## config.mk

```make
export PLATFORM = sky130hd
export DESIGN_NAME = wb_arbiter
export DESIGN_NICKNAME = d
export VERILOG_FILES = /design/src/rtl/rv32_pkg.sv /design/src/rtl/wb_fifo.sv /design/src/rtl/wb_arbiter.sv
export SDC_FILE = /design/constraint.sdc
export NUM_CORES = 1
export LEC_CHECK = 0
export BUFFER_PORTS_ARGS = -buffer_cell sky130_fd_sc_hd__buf_4
export CAP_MARGIN = 0
export CORE_UTILIZATION = 49
export CTS_CLUSTER_SIZE = 40
export DETAILED_ROUTE_END_ITERATION = 6
export PLACE_DENSITY = 0.77
export SYNTH_ARGS = -nofsm -noshare
export SYNTH_HDL_FRONTEND = slang
export SYNTH_HIERARCHICAL = 1
export SYNTH_SLANG_ARGS = --single-unit
```

## constraint.sdc

```tcl
create_clock -name clk -period 3.07 [get_ports clk]
set_input_delay 0.4605 -clock clk [delete_from_list [all_inputs] [get_ports clk]]
set_output_delay 0.4605 -clock clk [all_outputs]
set_load 0.01 [all_outputs]
```

## src/rtl/rv32_pkg.sv

```systemverilog
// Shared writeback types for the integer pipeline.
//   XLEN       : architectural data width
//   reg_idx_t  : 5-bit register file index
//   wb_entry_t : one pending register write {rd, data}
//   rd_onehot  : decodes a register index into a 32-bit hazard bit (x0 never hazards)
package rv32_pkg;

  localparam int XLEN = 32;

  typedef logic [4:0] reg_idx_t;

  typedef struct packed {
    reg_idx_t            rd;
    logic [XLEN-1:0]     data;
  } wb_entry_t;

  // x0 is hardwired to zero, so it can never be the target of a pending write.
  function automatic logic [31:0] rd_onehot(input reg_idx_t idx);
    logic [31:0] v;
    v    = 32'd1 << idx;
    v[0] = 1'b0;
    return v;
  endfunction

endpackage

```

## src/rtl/wb_fifo.sv

```systemverilog
// In-order buffer for ALU results that lost writeback arbitration.
//   clk, rst_n   : clock, asynchronous active-low reset
//   i_push       : enqueue i_push_entry at the tail (ignored when full)
//   i_pop        : dequeue the head (ignored when empty)
//   o_head       : current head entry
//   o_full       : count == DEPTH
//   o_empty      : count == 0
//   o_count      : number of stored entries, 0..DEPTH
//   o_valid      : per-slot occupancy, used for hazard mask generation
//   o_rd         : per-slot destination register
module wb_fifo
  import rv32_pkg::*;
#(
  parameter  int DEPTH = 2,
  localparam int CW    = $clog2(DEPTH + 1),
  localparam int PW    = (DEPTH > 1) ? $clog2(DEPTH) : 1
) (
  input  logic                     clk,
  input  logic                     rst_n,
  input  logic                     i_push,
  input  wb_entry_t                i_push_entry,
  input  logic                     i_pop,
  output wb_entry_t                o_head,
  output logic                     o_full,
  output logic                     o_empty,
  output logic [CW-1:0]            o_count,
  output logic [DEPTH-1:0]         o_valid,
  output reg_idx_t [DEPTH-1:0]     o_rd
);

  wb_entry_t           r_mem [DEPTH];
  logic [PW-1:0]       r_wptr;
  logic [PW-1:0]       r_rptr;
  logic [CW-1:0]       r_count;
  logic [DEPTH-1:0]    r_valid;
  logic                w_do_push;
  logic                w_do_pop;

  function automatic logic [PW-1:0] ptr_next(input logic [PW-1:0] p);
    return (p == PW'(DEPTH - 1)) ? '0 : p + 1'b1;
  endfunction

  assign o_full    = (r_count == CW'(DEPTH));
  assign o_empty   = (r_count == '0);
  assign o_count   = r_count;
  assign o_valid   = r_valid;
  assign o_head    = r_mem[r_rptr];
  assign w_do_push = i_push && !o_full;
  assign w_do_pop  = i_pop && !o_empty;

  // Payload storage needs no reset: r_valid gates every use of it.
  always_ff @(posedge clk) begin
    if (w_do_push) r_mem[r_wptr] <= i_push_entry;
  end

  always_ff @(posedge clk or negedge rst_n) begin
    if (!rst_n) begin
      r_wptr  <= '0;
      r_rptr  <= '0;
      r_count <= '0;
      r_valid <= '0;
    end else begin
      // Clear before set so a push into the slot just freed stays valid.
      if (w_do_pop) begin
        r_rptr          <= ptr_next(r_rptr);
        r_valid[r_rptr] <= 1'b0;
      end
      if (w_do_push) begin
        r_wptr          <= ptr_next(r_wptr);
        r_valid[r_wptr] <= 1'b1;
      end
      case ({w_do_push, w_do_pop})
        2'b10:   r_count <= r_count + 1'b1;
        2'b01:   r_count <= r_count - 1'b1;
        default: r_count <= r_count;
      endcase
    end
  end

  always_comb begin
    for (int i = 0; i < DEPTH; i++) o_rd[i] = r_mem[i].rd;
  end

endmodule

```

## src/rtl/wb_arbiter.sv

```systemverilog
// Writeback arbiter: merges ALU and LSU results onto the single register file
// write port, buffering ALU results that lose and publishing a hazard mask.
//   clk, rst_n               : clock, asynchronous active-low reset
//   alu_valid/ready/rd/data  : ALU result handshake
//   lsu_valid/ready/rd/data  : load result handshake
//   w_en, rd, w_data         : registered register file write
//   hazard_mask              : registers with a write still buffered or in flight
//   busy                     : buffer non-empty or a write in the output register
module wb_arbiter
  import rv32_pkg::*;
#(
  parameter int XLEN         = 32,
  parameter int DEPTH        = 2,
  parameter int STARVE_LIMIT = 4
) (
  input  logic              clk,
  input  logic              rst_n,
  input  logic              alu_valid,
  output logic              alu_ready,
  input  reg_idx_t          alu_rd,
  input  logic [XLEN-1:0]   alu_data,
  input  logic              lsu_valid,
  output logic              lsu_ready,
  input  reg_idx_t          lsu_rd,
  input  logic [XLEN-1:0]   lsu_data,
  output logic              w_en,
  output reg_idx_t          rd,
  output logic [XLEN-1:0]   w_data,
  output logic [31:0]       hazard_mask,
  output logic              busy
);

  localparam int CW = $clog2(DEPTH + 1);
  localparam int SW = $clog2(STARVE_LIMIT + 1);

  logic                  w_full;
  logic                  w_empty;
  logic [CW-1:0]         w_count;
  logic [DEPTH-1:0]      w_valid;
  reg_idx_t [DEPTH-1:0]  w_rd;
  wb_entry_t             w_head;
  wb_entry_t             w_alu_entry;
  wb_entry_t             w_sel;
  logic                  w_sel_valid;
  logic                  w_pop;
  logic                  w_push;
  logic                  w_bypass;
  logic                  w_force;
  logic                  w_alu_live;
  logic                  w_lsu_live;
  logic [31:0]           w_mask;

  logic [SW-1:0]         r_starve;
  logic                  r_wen;
  reg_idx_t              r_rd;
  logic [XLEN-1:0]       r_wdata;

  wb_fifo #(.DEPTH(DEPTH)) u_fifo (
    .clk          (clk),
    .rst_n        (rst_n),
    .i_push       (w_push),
    .i_push_entry (w_alu_entry),
    .i_pop        (w_pop),
    .o_head       (w_head),
    .o_full       (w_full),
    .o_empty      (w_empty),
    .o_count      (w_count),
    .o_valid      (w_valid),
    .o_rd         (w_rd)
  );

  assign w_force   = !w_empty && (r_starve == SW'(STARVE_LIMIT));
  assign alu_ready = !w_full;
  assign lsu_ready = !w_force;

  // rd == 0 results complete the handshake but are otherwise invisible.
  assign w_alu_live = alu_valid && alu_ready && (alu_rd != '0);
  assign w_lsu_live = lsu_valid && lsu_ready && (lsu_rd != '0);

  assign w_alu_entry.rd   = alu_rd;
  assign w_alu_entry.data = alu_data;

  always_comb begin
    w_pop       = 1'b0;
    w_bypass    = 1'b0;
    w_sel_valid = 1'b0;
    w_sel       = '0;
    if (w_force) begin
      w_pop       = 1'b1;
      w_sel_valid = 1'b1;
      w_sel       = w_head;
    end else if (w_lsu_live) begin
      w_sel_valid = 1'b1;
      w_sel.rd    = lsu_rd;
      w_sel.data  = lsu_data;
    end else if (!w_empty) begin
      w_pop       = 1'b1;
      w_sel_valid = 1'b1;
      w_sel       = w_head;
    end else if (w_alu_live) begin
      w_bypass    = 1'b1;
      w_sel_valid = 1'b1;
      w_sel       = w_alu_entry;
    end
  end

  assign w_push = w_alu_live && !w_bypass;

  // Counts cycles the head sits unpopped; reaching the limit forces a pop.
  always_ff @(posedge clk or negedge rst_n) begin
    if (!rst_n) begin
      r_starve <= '0;
    end else if (w_empty || w_pop) begin
      r_starve <= '0;
    end else if (r_starve != SW'(STARVE_LIMIT)) begin
      r_starve <= r_starve + 1'b1;
    end
  end

  always_ff @(posedge clk or negedge rst_n) begin
    if (!rst_n) begin
      r_wen   <= 1'b0;
      r_rd    <= '0;
      r_wdata <= '0;
    end else begin
      r_wen <= w_sel_valid;
      if (w_sel_valid) begin
        r_rd    <= w_sel.rd;
        r_wdata <= w_sel.data;
      end
    end
  end

  always_comb begin
    w_mask = '0;
    for (int i = 0; i < DEPTH; i++) begin
      if (w_valid[i]) w_mask = w_mask | rd_onehot(w_rd[i]);
    end
    if (r_wen) w_mask = w_mask | rd_onehot(r_rd);
  end

  assign w_en        = r_wen;
  assign rd          = r_rd;
  assign w_data      = r_wdata;
  assign hazard_mask = w_mask;
  assign busy        = (w_count != '0) || r_wen;

endmodule
```

======== Word level (Yosys, flattened, before mapping) ========
Memory sizes are Yosys's and may differ from the RTL's.
Cells that the tools add are included.
storage, ports and cells
  memories ................................ 1
  latch bits .............................. 0
  memory bits (read-only) ................. 0
  bits in writable memories ............... 74
  input port bits ......................... 78
  output and inout bits ................... 73
  register bits after elaboration ......... 47
  logic and storage cells ................. 83
memory list
  memory        depth  width  rd ports  clocked after Yosys merged registers in  wr ports  RTL line       source
  u_fifo.r_mem  2      37     3         0                                        1         wb_fifo.sv:31  wb_entry_t r_mem [DEPTH];
operators by class
  shift operators ......................... 3
  multiplexer cells ....................... 30
  add/subtract/negate cells ............... 5
  order comparisons ....................... 4
  bitwise gates (word level) .............. 5
  multiply operators ...................... 0
  reductions and logical operators ........ 22
  div/mod/pow operators ................... 0
  equality and inequality tests ........... 5
operators with widths
  kind                                                        number
  two-way mux 37 bit                                          4
  two-way mux 32 bit                                          3
  << shifter 1 x 5 -> 32 bit, first input constant            3
  bitwise OR 32 bit                                           2
  two-way mux 1 bit                                           16
  logical AND 1 bit                                           10
  nonzero test 5 bit                                          2
  two-way mux 3 bit                                           2
  nonzero test 2 bit                                          3
  equality test 2 bit, second input constant                  2
  logical NOT 1 bit                                           4
  less-than comparator 1 x 2 -> 1 bit, second input constant  2
  two-way mux 2 bit                                           2
  one-hot mux 2 bit (2 select lines)                          1
  adder 3 x 1 -> 3 bit, second input constant                 1
  equality test 3 bit, second input constant                  1
  != test 3 bit, second input constant                        1
  adder 1 bit, second input constant                          2
  adder 2 x 1 -> 2 bit, second input constant                 1
  AND 2 bit                                                   1
  demux 1 bit (select 1 bit)                                  2
  equality test 2 x 1 -> 1 bit, second input constant         1
  greater-or-equal comparator 1 bit, second input constant    2
  logical NOT 2 bit                                           1
  other kinds (4)                                             5

======== Longest topological paths before layout ========
  word-level depth ........................ 13
  depth in mapped cells ................... 12
  gate-level depth less buffers ........... 11

======== By module ========
The synthesis kept the hierarchy.
by module, submodules not included
  module      times used  cells each  area an instance (µm²)  seq. area each (µm²)
  wb_arbiter  1           385         3,154.3                 1,026.0
  wb_fifo     1           151         3,005.4                 2,372.3

======== Least setup slack after synthesis ========
Ideal clock, no wire load.
  kind .................................... reg2reg
  from .................................... reg u_fifo.r_count[0] (netlist: u_fifo/o_count[0])
  to ...................................... mem u_fifo/r_mem[0][0] in the netlist's numbering (enable)
  library setup time ...................... 0.431 ns
  stages on the path, launching flop included .. 8
  arrival time ............................ 2.933 ns
  buffers on the path ..................... 0
  data required time ...................... 2.639 ns
  path slack .............................. -0.294 ns
  period minus slack after synthesis ...... 3.364 ns
  cells stage by stage .................... dfrtp_1 -> nand2b_1 -> inv_1 -> nand2b_1 -> a21oi_1 -> and2_1 -> nand2_1 -> nor2_1
between the ends
  word-level cells in the longest chain between the ends .. 13
  elaborated cells between the ends (all ways) .. 19
  classes of those cells .................. eq/ne (1); mux (6); reduce/logical (12)
RTL lines
  what                                         RTL line           source
  start, declared                              wb_fifo.sv:34      logic [CW-1:0] r_count;
  start signal, assigned                       wb_fifo.sv:73      2'b10: r_count <= r_count + 1'b1;
  start signal, assigned                       wb_fifo.sv:74      2'b01: r_count <= r_count - 1'b1;
  start signal, assigned                       wb_fifo.sv:75      default: r_count <= r_count;
  equality test 2 bit (*)                      wb_fifo.sv:43      assign o_full = (r_count == CW'(DEPTH));
  net w_full                                   wb_arbiter.sv:36   logic w_full;
  logical NOT 1 bit (*)                        wb_arbiter.sv:73   assign alu_ready = !w_full;
  logical AND 1 bit (*) (2 in series)          wb_arbiter.sv:77   assign w_alu_live = alu_valid && alu_ready && (alu_rd != '0);
  two-way mux 1 bit                            wb_arbiter.sv:100  end else if (w_alu_live) begin
  two-way mux 1 bit                            wb_arbiter.sv:96   end else if (!w_empty) begin
  two-way mux 1 bit                            wb_arbiter.sv:92   end else if (w_lsu_live) begin
  two-way mux 1 bit                            wb_arbiter.sv:88   if (w_force) begin
  logical NOT 1 bit                            wb_arbiter.sv:107  assign w_push = w_alu_live && !w_bypass;
  logical AND 1 bit (*)                        wb_arbiter.sv:107
  net w_push                                   wb_arbiter.sv:46   logic w_push;
  logical AND 1 bit (*)                        wb_fifo.sv:48      assign w_do_push = i_push && !o_full;
  two-way mux 1 bit (*)                        wb_fifo.sv:53      if (w_do_push) r_mem[r_wptr] <= i_push_entry;
  two-way mux 1 bit (implied by the code) (*)  wb_fifo.sv:53
  end, declared                                wb_fifo.sv:31
Mark *: on every way through the listed nets, which the timed path passes. The rest lies on a longest branch.

==> qor.yml <==
clocking:
  cts.sinks: 121
  cts.clk_slew.worst_paths_ns: 0.05
  clockBufferDepth: 2
  cts_tree: "done"
  ctsHoldBuffers: 0
  htree_levels: 4
  clock_latency_ns: 0.41
  cts_setup_buffers: 0
  cts.root.buffer_cell: "clkbuf_16"
  post_cts_resize_count: 0
  numCtsBuffers: 17
worst_setup_path:
  path_cells: "nor3b_1 -> a22oi_1 -> nand2_1 -> buf_4"
  cp-start-kind: "register"
  crit_required_ns: 2.61
  cp.arrival_ns: 2.32
  cp_max_fo: 7
  end_kind: "primary output"
  worst_path_largest_cell_delay_ns: 0.97
  crit_type: "reg2out"
  slowest_stage: "nor3b_1"
  cp_top_family: "simple AND/OR/NAND/NOR gates"
  path_buf_inv: 1
global_route:
  track_usage_pct: 24.7
  antenna_found_initial: 0
  overflow: 0
  grt_pass1_wl_um: 24300
  grt_max_degree: 48
  grt_pass1_vias: 4767
timing:
  min_period_over_period_pct: 90.4
  finalCriticalPeriod_ns: 2.78
  skew_ns: 0.0109
  fin_setup_tns_ns: 0
  grt_setup_unrepaired: "false"
  hold_violations: 0
  worst_slew_pin_slew_ns: 1.17
  setup_slack_ns: 0.294
  relSlewSlack_pct: 21.6
  setup_violations: 0
  maxSlewViolCount: 0
  clock.fmax_mhz: 360
yosys:
  ys_top_cells_by_area: "edfxtp_1 (36%), dfrtp_1 (19%), mux2i_1 (5.4%)"
  synth_area_per_cell_um2: 11.5
  synthTopCellsByCount: "nand2_1 (76), edfxtp_1 (74), dfrtp_1 (47)"
  ys_seq_elements: 121
  yosys.area.top_type: "edfxtp_1"
  synth_cell_types: 44
  synthFlopType: "edfxtp_1"
  syn_area_um2: 6160
  synth_xor_area_share_pct: 0.853
  synth_compound_area_share_pct: 11.7
  synth_top_family_by_area: "simple AND/OR/NAND/NOR gates"
  synth.net_count: 617
  syn_inst: 536
  yosysSeqAreaShare_pct: 55.2
  synth_simple_gate_area_share_pct: 13.2
  synthMuxAreaShare_pct: 12.3
  synth_top_area_share_pct: 36.1
  synthArstFlopShare_pct: 38.8
  synth-adder-area-share_pct: 0.609
  ys_warn_count: 6
  synth_edf_count: 74
  synth.most_common_cell: "nand2_1"
hold_path:
  hold_class: "in2async"
die:
  dieArea_um2: 13000
  core_area_um2: 12100
  initial_core_util_pct: 50.9
  die_x_um: 114
  fp.dieH_um: 114
  fp-row-count: 40
  io-pin-count: 151
placed_design:
  hpwl_um: 10400
  pre_cts_slack_ns: 0.572
  gp_congestion: 0.905
  io_buffers: 149
outcome:
  status: "completed"
cells_and_area:
  nFillCells: 919
  diodes: 0
  layout.nets: 758
  area_growth_pct: 29.9
  layout-drive-gt1-share_pct: 34.8
power_and_ir_drop:
  powerDensity_nw_per_um2: 937
  irDropWorstVdd_v: 0.000473
  power.leakage_nw: 3.53
run:
  drv_cap: 0
routing:
  vias: 4878
  postRouteAntennaNets: 0
  remaining_drc_errors: 0
  wl_per_cell_um: 18.3
  initialDrtViolationCount: 575
  wl_um: 15700
  dr.pass1.iters: 7
  viasPerCell: 5.69
[registers in the layout (all words and copies together) (netlist names)]
| register | count |
|---|---|
| w_data | 32 |
| u_fifo/o_valid | 2 |
| w_en | 1 |
| u_fifo/r_wptr | 1 |
| r_starve | 3 |
| u_fifo/o_count | 2 |
| u_fifo/r_rptr | 1 |
| u_fifo/r_mem | 74 |
| rd | 5 |
[final timing paths]
check                      slack, ns                     startpoint  cells past startpoint                             to
setup / recovery                0.29  u_fifo/r_mem[0][36]$_DFFE_PP_                      4                 hazard_mask[3]
hold / removal                  0.08                          rst_n                      1         w_data[24]$_DFFE_PN0P_
setup reg to reg                0.54  u_fifo/o_count[0]$_DFFE_PN0P_                      6   u_fifo/r_mem[1][6]$_DFFE_PP_
hold reg to reg                 0.49        r_starve[0]$_DFFE_PN0P_                      1        r_starve[0]$_DFFE_PN0P_
max in group asynchronous       2.52                          rst_n                      1      u_fifo/r_rptr$_DFFE_PN0N_
min in group clk                0.24                   alu_data[11]                      1  u_fifo/r_mem[1][11]$_DFFE_PP_
[power breakdown]
part           total, mW  internal (mW)  switching (mW)
Combinational       2.69           1.28            1.41
Clock               2.07           1.36           0.717
Sequential          2.73           2.29           0.447
Total               7.50           4.92            2.58
[layout by cell type (no fill, tap or decap), drive strengths merged, types with 10 or more instances in the layout]
cell type,Yosys,final
mux2,38,38
dfrtp,47,47
nor2,46,46
o221a,32,32
buf,25,161
nor3,10,10
mux2i,33,33
a22oi,29,29
inv,41,42
clkbuf,14,17
nand2,76,76
edfxtp,74,74
nor3b,13,13
[layout make-up]
cell class	count	area, um2	share of cell area, %
Tap cell	168	210	2.63
Multi-Input combinational cell	335	2400	30.0
Clock inverter	15	201	2.52
Clock buffer	17	425	5.32
Inverter	41	154	1.92
Timing Repair Buffer	161	1210	15.1
Sequential cell	121	3400	42.5
[per-layer routing]
layer	track usage [%]	wire [um]	vias to the layer above
li1	-	-	2221
met1	32.8	6920	2356
met2	39.4	7430	268
met3	5.40	1120	33
met4	10.3	256	0
met5	0	0	-
[cells by family (layout without fill, tap and decap cells)]
kind of cell	after synthesis	after routing
AOI/OAI and AO/OA	79	79
xor gates and xnor gates	6	6
adders and majority gates	3	3
buffers and inverters	80	234
DFF	121	121
muxes	71	71
other	1	1
and+or+nand+nor	175	175
[worst reg2reg max path: cells and delay by family, from the launching register on]
| family | cells | cell delay, ns |
|---|---|---|
| and+or+nand+nor | 4 | 1.38 |
| DFF | 1 | 0.51 |
| AOI/OAI and AO/OA | 1 | 0.19 |
| buffers and inverters | 1 | 0.07 |
[through the flow]
stage / power [mW] / instance area, um2 / hold slack, ns / util, % / instances
after detailed placement: 5.39 / 7370 / 0.468 / 60.9 / 826
after global routing: 7.84 / 8000 / 0.131 / 66.1 / 858
after floorplan: 4.29 / 6160 / 0.165 / - / 536
after CTS: 7.51 / 8000 / 0.0907 / 66.1 / 858
after global placement: 5.31 / 7370 / 0.454 / 60.9 / 826
final: 7.50 / 8000 / 0.0827 / 66.1 / 858
No activity file was read; power rests on OpenSTA's default activity.
